**src/rtl/profile_seq.sv**
```systemverilog
// Segment sequencer: paces acc_step ticks, loads segments into the profile
// generator's parameter memory and disables channels whose step budget runs out.
module profile_seq #(
    parameter int PERIOD_BITS = 32,
    parameter int LEN_BITS    = 32
) (
    input  logic                   clk,
    input  logic                   rst,
    input  logic                   enable,
    input  logic [PERIOD_BITS-1:0] period,
    input  logic                   seg_valid,
    output logic                   seg_ready,
    input  logic [2:0]             seg_channel,
    input  logic [LEN_BITS-1:0]    seg_len,
    input  logic [63:0]            seg_a,
    input  logic [63:0]            seg_j,
    input  logic [63:0]            seg_jj,
    input  logic                   gen_busy,
    input  logic                   gen_done,
    output logic                   acc_step,
    output logic [7:0]             param_addr,
    output logic [31:0]            param_in,
    output logic                   param_write_lo,
    output logic                   param_write_hi,
    output logic [7:0]             active,
    output logic [7:0]             seg_end,
    output logic                   overrun
);

    typedef enum logic [1:0] {S_IDLE, S_STEP, S_LOAD, S_CLEAR} state_t;

    localparam logic [4:0] REG_STATUS = 5'd0;
    localparam logic [4:0] REG_A      = 5'd4;
    localparam logic [4:0] REG_J      = 5'd5;
    localparam logic [4:0] REG_JJ     = 5'd6;

    state_t                        state_q, state_d;
    logic [2:0]                    beat_q, beat_d;
    logic [2:0]                    ch_q, ch_d;
    logic [LEN_BITS-1:0]           len_q, len_d;
    logic [63:0]                   a_q, a_d, j_q, j_d, jj_q, jj_d;
    logic [PERIOD_BITS-1:0]        cnt_q, cnt_d;
    logic                          tick_pending_q, tick_pending_d;
    logic [7:0][LEN_BITS-1:0]      rem_q, rem_d;
    logic [7:0]                    expire_q, expire_d;
    logic                          acc_step_q, acc_step_d;
    logic [7:0]                    addr_q, addr_d;
    logic [31:0]                   data_q, data_d;
    logic                          wr_lo_q, wr_lo_d, wr_hi_q, wr_hi_d;
    logic [7:0]                    active_q, active_d;
    logic [7:0]                    seg_end_q, seg_end_d;
    logic                          overrun_q, overrun_d;

    logic [PERIOD_BITS-1:0]        period_m1;
    logic                          wrap;
    logic                          tick_now;
    logic [7:0]                    rest;

    function automatic logic [2:0] lowest_ch(input logic [7:0] m);
        lowest_ch = 3'd0;
        for (int i = 7; i >= 0; i--) begin
            if (m[i]) lowest_ch = 3'(i);
        end
    endfunction

    // Periods below 2 would make the strobe continuous; clamp to 2.
    assign period_m1 = (period < PERIOD_BITS'(2)) ? PERIOD_BITS'(1) : period - PERIOD_BITS'(1);
    assign wrap      = enable && (cnt_q >= period_m1);
    assign tick_now  = tick_pending_q || wrap;

    always_comb begin
        state_d        = state_q;
        beat_d         = beat_q;
        ch_d           = ch_q;
        len_d          = len_q;
        a_d            = a_q;
        j_d            = j_q;
        jj_d           = jj_q;
        cnt_d          = !enable ? '0 : (wrap ? '0 : cnt_q + PERIOD_BITS'(1));
        tick_pending_d = tick_pending_q || wrap;
        overrun_d      = wrap && tick_pending_q;
        rem_d          = rem_q;
        expire_d       = expire_q;
        acc_step_d     = 1'b0;
        seg_end_d      = '0;
        seg_ready      = 1'b0;
        rest           = '0;

        if (gen_done) begin
            for (int c = 0; c < 8; c++) begin
                if (rem_q[c] != '0) begin
                    rem_d[c] = rem_q[c] - LEN_BITS'(1);
                    if (rem_q[c] == LEN_BITS'(1)) expire_d[c] = 1'b1;
                end
            end
        end

        case (state_q)
            S_IDLE: begin
                if (|expire_q) begin
                    state_d = S_CLEAR;
                    beat_d  = 3'd0;
                    ch_d    = lowest_ch(expire_q);
                end else if (tick_now && !gen_busy) begin
                    acc_step_d     = 1'b1;
                    tick_pending_d = tick_pending_q && wrap;
                    state_d        = S_STEP;
                end else begin
                    seg_ready = (rem_q[seg_channel] == '0) && !expire_q[seg_channel] && !gen_busy;
                    if (seg_ready && seg_valid) begin
                        ch_d  = seg_channel;
                        len_d = seg_len;
                        a_d   = seg_a;
                        j_d   = seg_j;
                        jj_d  = seg_jj;
                        if (seg_len != '0) begin
                            state_d = S_LOAD;
                            beat_d  = 3'd0;
                        end
                    end
                end
            end
            S_STEP: begin
                if (gen_done) state_d = S_IDLE;
            end
            S_LOAD: begin
                if (beat_q == 3'd7) begin
                    rem_d[ch_q] = len_q;
                    state_d     = S_IDLE;
                end else begin
                    beat_d = beat_q + 3'd1;
                end
            end
            S_CLEAR: begin
                if (beat_q == 3'd1) begin
                    expire_d[ch_q]  = 1'b0;
                    seg_end_d[ch_q] = 1'b1;
                    rest            = expire_d;
                    // Chain straight into the next expired channel so a burst
                    // of expiries drains before any further step.
                    if (|rest) begin
                        ch_d   = lowest_ch(rest);
                        beat_d = 3'd0;
                    end else begin
                        state_d = S_IDLE;
                    end
                end else begin
                    beat_d = 3'd1;
                end
            end
            default: state_d = S_IDLE;
        endcase

        for (int c = 0; c < 8; c++) active_d[c] = (rem_d[c] != '0);
    end

    // Write-port outputs are registered from the next state/beat so each
    // beat's strobe lines up with the cycle the FSM spends on that beat.
    always_comb begin
        wr_lo_d = 1'b0;
        wr_hi_d = 1'b0;
        addr_d  = '0;
        data_d  = '0;
        if (state_d == S_LOAD) begin
            wr_lo_d = ~beat_d[0];
            wr_hi_d = beat_d[0];
            case (beat_d[2:1])
                2'd0: begin
                    addr_d = {ch_d, REG_A};
                    data_d = beat_d[0] ? a_d[63:32] : a_d[31:0];
                end
                2'd1: begin
                    addr_d = {ch_d, REG_J};
                    data_d = beat_d[0] ? j_d[63:32] : j_d[31:0];
                end
                2'd2: begin
                    addr_d = {ch_d, REG_JJ};
                    data_d = beat_d[0] ? jj_d[63:32] : jj_d[31:0];
                end
                default: begin
                    addr_d = {ch_d, REG_STATUS};
                    data_d = beat_d[0] ? 32'h0 : 32'h1;
                end
            endcase
        end else if (state_d == S_CLEAR) begin
            wr_lo_d = ~beat_d[0];
            wr_hi_d = beat_d[0];
            addr_d  = {ch_d, REG_STATUS};
        end
    end

    always_ff @(posedge clk) begin
        if (rst) begin
            state_q        <= S_IDLE;
            beat_q         <= '0;
            ch_q           <= '0;
            len_q          <= '0;
            a_q            <= '0;
            j_q            <= '0;
            jj_q           <= '0;
            cnt_q          <= '0;
            tick_pending_q <= 1'b0;
            rem_q          <= '0;
            expire_q       <= '0;
            acc_step_q     <= 1'b0;
            addr_q         <= '0;
            data_q         <= '0;
            wr_lo_q        <= 1'b0;
            wr_hi_q        <= 1'b0;
            active_q       <= '0;
            seg_end_q      <= '0;
            overrun_q      <= 1'b0;
        end else begin
            state_q        <= state_d;
            beat_q         <= beat_d;
            ch_q           <= ch_d;
            len_q          <= len_d;
            a_q            <= a_d;
            j_q            <= j_d;
            jj_q           <= jj_d;
            cnt_q          <= cnt_d;
            tick_pending_q <= tick_pending_d;
            rem_q          <= rem_d;
            expire_q       <= expire_d;
            acc_step_q     <= acc_step_d;
            addr_q         <= addr_d;
            data_q         <= data_d;
            wr_lo_q        <= wr_lo_d;
            wr_hi_q        <= wr_hi_d;
            active_q       <= active_d;
            seg_end_q      <= seg_end_d;
            overrun_q      <= overrun_d;
        end
    end

    assign acc_step       = acc_step_q;
    assign param_addr     = addr_q;
    assign param_in       = data_q;
    assign param_write_lo = wr_lo_q;
    assign param_write_hi = wr_hi_q;
    assign active         = active_q;
    assign seg_end        = seg_end_q;
    assign overrun        = overrun_q;

endmodule

```
**config.mk**
```make
export PLATFORM = sky130hd
export DESIGN_NAME = profile_seq
export DESIGN_NICKNAME = d
export VERILOG_FILES = /design/src/rtl/profile_seq.sv
export SDC_FILE = /design/constraint.sdc
export NUM_CORES = 2
export LEC_CHECK = 0
export CAP_MARGIN = 0
export CORE_UTILIZATION = 40
export CTS_BUF_LIST = sky130_fd_sc_hd__clkbuf_4
export DETAILED_ROUTE_END_ITERATION = 7
export HOLD_SLACK_MARGIN = 0.12
export PLACE_DENSITY_LB_ADDON = 0.1
export SYNTH_ARGS = -nofsm -noshare
export SYNTH_HDL_FRONTEND = slang
export SYNTH_SLANG_ARGS = --single-unit
```
**constraint.sdc**
```tcl
create_clock -name clk -period 9.2 [get_ports clk]
set_clock_uncertainty 0.15 [all_clocks]
set_input_delay 1.84 -clock clk [delete_from_list [all_inputs] [get_ports clk]]
set_output_delay 1.84 -clock clk [all_outputs]
set_load 0.02 [all_outputs]
```
==> flow_summary_export.csv <==
group,metric,value,unit
status,status,"completed",
placement,portBuffers,323,
hold_path,worst_min_delay_path_class,"reg2reg",
die,die_h,281.6,um
finish,multi_input_area,18360,um2
placement,globalplace.congestion,0.8995,
finish,syn2layout_area_growth,20.94,%
placement,dpl_hpwl,77.72,mm
finish,fin_nets,4428,
clocking,h-tree-depth,4,
logic_synthesis,sequential_fraction_of_the_synthesis_area,0.3759,
route,drt-total-wl,111.3,mm
setup_path,required_time_of_the_worst_setup_path,7210,ps
clocking,cts_hold_buffers,0,
route,drt_iter0_markers,2132,
logic_synthesis,synth-seq-cells,587,
clocking,cts_tree,"built",
setup_path,endpoint_kind,"output port",
sta,final_period_minus_worst_setup_slack,8802,ps
finish,final_common_cell,"sky130_fd_sc_hd__dfxtp_1",
route,vias,28710,
clocking,cts.path.max_buffers,3,
finish,drive_above_1_share,0.1161,
die,starting_density,0.4042,
grt,gr-usage-all-layers,0.2785,
clocking,cts.sink_count,587,
grt,groute.layer.met1.usage,0.3503,
setup_path,regToRegStartpoint,"rem_q[242]",
hold_path,hold_path_startpoint,"jj_q[53]",
clocking,clkSlewWorstSetupHoldPaths,60,ps
run,max_cap_violations,0,
setup_path,timing.critical_path.arrival,6810,ps
sta,layout_worst_path_cycle_share,0.9567,
route,detail_route.vias_per_cell,5.447,
logic_synthesis,post_synth_inst_count,3739,
sta,timing.final.max_slew_violations,0,
pwr,power_density,357.5,nW/um2
sta,maximum_clock_frequency,113.6,MHz
logic_synthesis,post_synth_instance_area,31260,um2
finish,leading_cell_types_in_the_layout_fill_and_taps_excluded,"587 x sky130_fd_sc_hd__dfxtp_1, 563 x sky130_fd_sc_hd__nor2_1, 358 x sky130_fd_sc_hd__nand2_1",
grt,grt_use_met3,0.08137,
grt,grt_start_max_net_pins,172,
grt,number_of_global_route_vias_before_repair,27440,
pwr,ir_drop,192.1,uV
grt,grt_pass1_wl,166.9,mm
route,initial_drt_pass_iterations,5,
finish,layout.filler_cells,7734,
route,route.detailed.drc,0,
setup_path,worst_setup_path_start,"period[3]",
logic_synthesis,ys_warn_count,0,
logic_synthesis,synth-edff-count,0,
sta,final.setup.tns,0,ps
grt,grt_antenna_before_repair,33,
setup_path,timing.setup.critical_path_class,"in2out",
logic_synthesis,synth.distinct_cells,89,
clocking,inserted_clock_buffers,165,
die,area_inside_the_core_boundary,77340,um2
clocking,clk_latency,1000,ps
setup_path,crit_fanout,3,
sta,holdWs,338.2,ps
finish,ff_latch_area,11750,um2
sta,finalSetupViolations,0,
grt,groute.layer.met2.usage,0.4478,
logic_synthesis,syn-mean-instance-area,8.361,um2
pwr,p_leak,15.04,nW
hold_path,hold-path-cell-count,2,
die,num_rows,102,
clocking,cts_root_buffer,"sky130_fd_sc_hd__clkbuf_4",
setup_path,rr_worst_depth,11,
sta,maxSlewHeadroom,0.1707,
die,floorplan.die.width,281.6,um
die,die-area,79280,um2
sta,hold_viol_final,0,
logic_synthesis,synth_flop_cell,"sky130_fd_sc_hd__dfxtp_1",
logic_synthesis,synth_async_sr_flop_share,0,
grt,global_route.peak_usage_layer,"met2",
sta,timing_worst_slew_pin_value,1233,ps
setup_path,startpoint_type,"input pin",
route,ant_nets,0,
die,num_io_pins,326,
grt,globalRouteOverflowTotal,0,
route,wl_per_cell,21.11,um
sta,grt_setup_unrepaired,"no",
[routing by layer]
metal | vias up | wire length [um]
li1 | 14080 | -
met1 | 13480 | 47940
met2 | 904 | 50930
met3 | 220 | 8602
met4 | 36 | 3571
met5 | - | 240
[worst paths after layout]
check / end / slack, ps
min: jj_q[53] / 340
max: seg_ready / 400
min reg2reg: jj_q[53] / 340
max reg2reg: param_in[4] / 4150
[final cells by class]
cell class / instances / area share
Clock inverter: 45 / 0.007380
Antenna cell: 12 / 0.0007943
Clock buffer: 235 / 0.04666
Inverter: 48 / 0.004832
Timing Repair Buffer: 424 / 0.1095
Multi-Input combinational cell: 2880 / 0.4856
Tap cell: 1040 / 0.03442
Sequential cell: 587 / 0.3108
[through the flow]
stage / setup slack (ps) / std cells / power [mW] / util / cell area, um2
floorplan: 810.1 / 3740 / 9.048 / - / 31270
global placement: -29.14 / 4979 / 11.08 / 0.4621 / 35740
detailed placement: -26.34 / 4979 / 11.07 / 0.4621 / 35740
CTS: 198.5 / 5259 / 13.54 / 0.4885 / 37780
global route: 79.32 / 5265 / 14.59 / 0.4887 / 37790
finish: 398.0 / 5271 / 13.52 / 0.4889 / 37810
[flip-flops by register name (all words and copies together) (netlist names), 2 cells and up]
register and cells:
a_q 64, active 8, beat_q 3, ch_q 3, cnt_q 32, expire_q 8
j_q 64, jj_q 64, len_q 32, param_addr 6, param_in 32, rem_q 256
seg_end 8, state_q 2
[worst max-delay path: stages]
cell,delay [ps]
sky130_fd_sc_hd__clkdlybuf4s50_1,410
sky130_fd_sc_hd__or4_1,550
sky130_fd_sc_hd__or4_1,450
sky130_fd_sc_hd__or2_2,310
sky130_fd_sc_hd__nor4_1,190
sky130_fd_sc_hd__buf_4,170
sky130_fd_sc_hd__nand2_1,70
sky130_fd_sc_hd__or3_1,360
sky130_fd_sc_hd__or3_1,340
sky130_fd_sc_hd__xnor2_1,150
sky130_fd_sc_hd__nand2_1,80
sky130_fd_sc_hd__ha_1,290
sky130_fd_sc_hd__nand4_1,150
sky130_fd_sc_hd__inv_1,50
sky130_fd_sc_hd__a221oi_1,300
sky130_fd_sc_hd__o211ai_1,190
sky130_fd_sc_hd__a22o_1,290
sky130_fd_sc_hd__nor4b_1,300
sky130_fd_sc_hd__buf_4,170
sky130_fd_sc_hd__clkbuf_2,160
[cell usage after synthesis, types with 74 or more instances]
| master | instances | area share |
|---|---|---|
| sky130_fd_sc_hd__dfxtp_1 | 587 | 0.38 |
| sky130_fd_sc_hd__nor2_1 | 569 | 0.068 |
| sky130_fd_sc_hd__nand2_1 | 360 | 0.043 |
| sky130_fd_sc_hd__mux2i_1 | 273 | 0.087 |
| sky130_fd_sc_hd__clkbuf_1 | 164 | 0.020 |
| sky130_fd_sc_hd__a21oi_1 | 160 | 0.026 |
| sky130_fd_sc_hd__and2_1 | 153 | 0.031 |
| sky130_fd_sc_hd__xnor2_1 | 134 | 0.038 |
| sky130_fd_sc_hd__xor2_1 | 130 | 0.036 |
| sky130_fd_sc_hd__o21ai_0 | 117 | 0.019 |
| sky130_fd_sc_hd__nor3_1 | 107 | 0.017 |
| sky130_fd_sc_hd__nor4_1 | 107 | 0.021 |
| sky130_fd_sc_hd__nand3_1 | 74 | 0.012 |
[repair_timing]
| action | in CTS | in global routing |
|---|---|---|
| gates resized for setup | 1 | 3 |
| endpoints found under the setup margin | 1 | 1 |
| setup buffers | 0 | 0 |
[cells by family (layout without fill, tap and decap cells)]
group | Yosys count | in the layout | share of synthesized area
muxes | 304 | 304 | 0.09858
AOI/OAI and AO/OA | 597 | 597 | 0.1304
buffers and inverters | 273 | 752 | 0.03886
and+or+nand+nor | 1656 | 1656 | 0.2593
DFF | 587 | 587 | 0.3759
other | 1 | 14 | 0.0001200
xor gates and xnor gates | 264 | 264 | 0.07396
adders and majority gates | 57 | 57 | 0.02281
[report_power, final]
| part | internal, mW | switching (mW) |
|---|---|---|
| clock | 1.19 | 1.20 |
| combinational | 2.95 | 4.48 |
| sequential | 3.14 | 0.557 |
| total | 7.28 | 6.24 |
No activity file was read; power rests on OpenSTA's default activity.
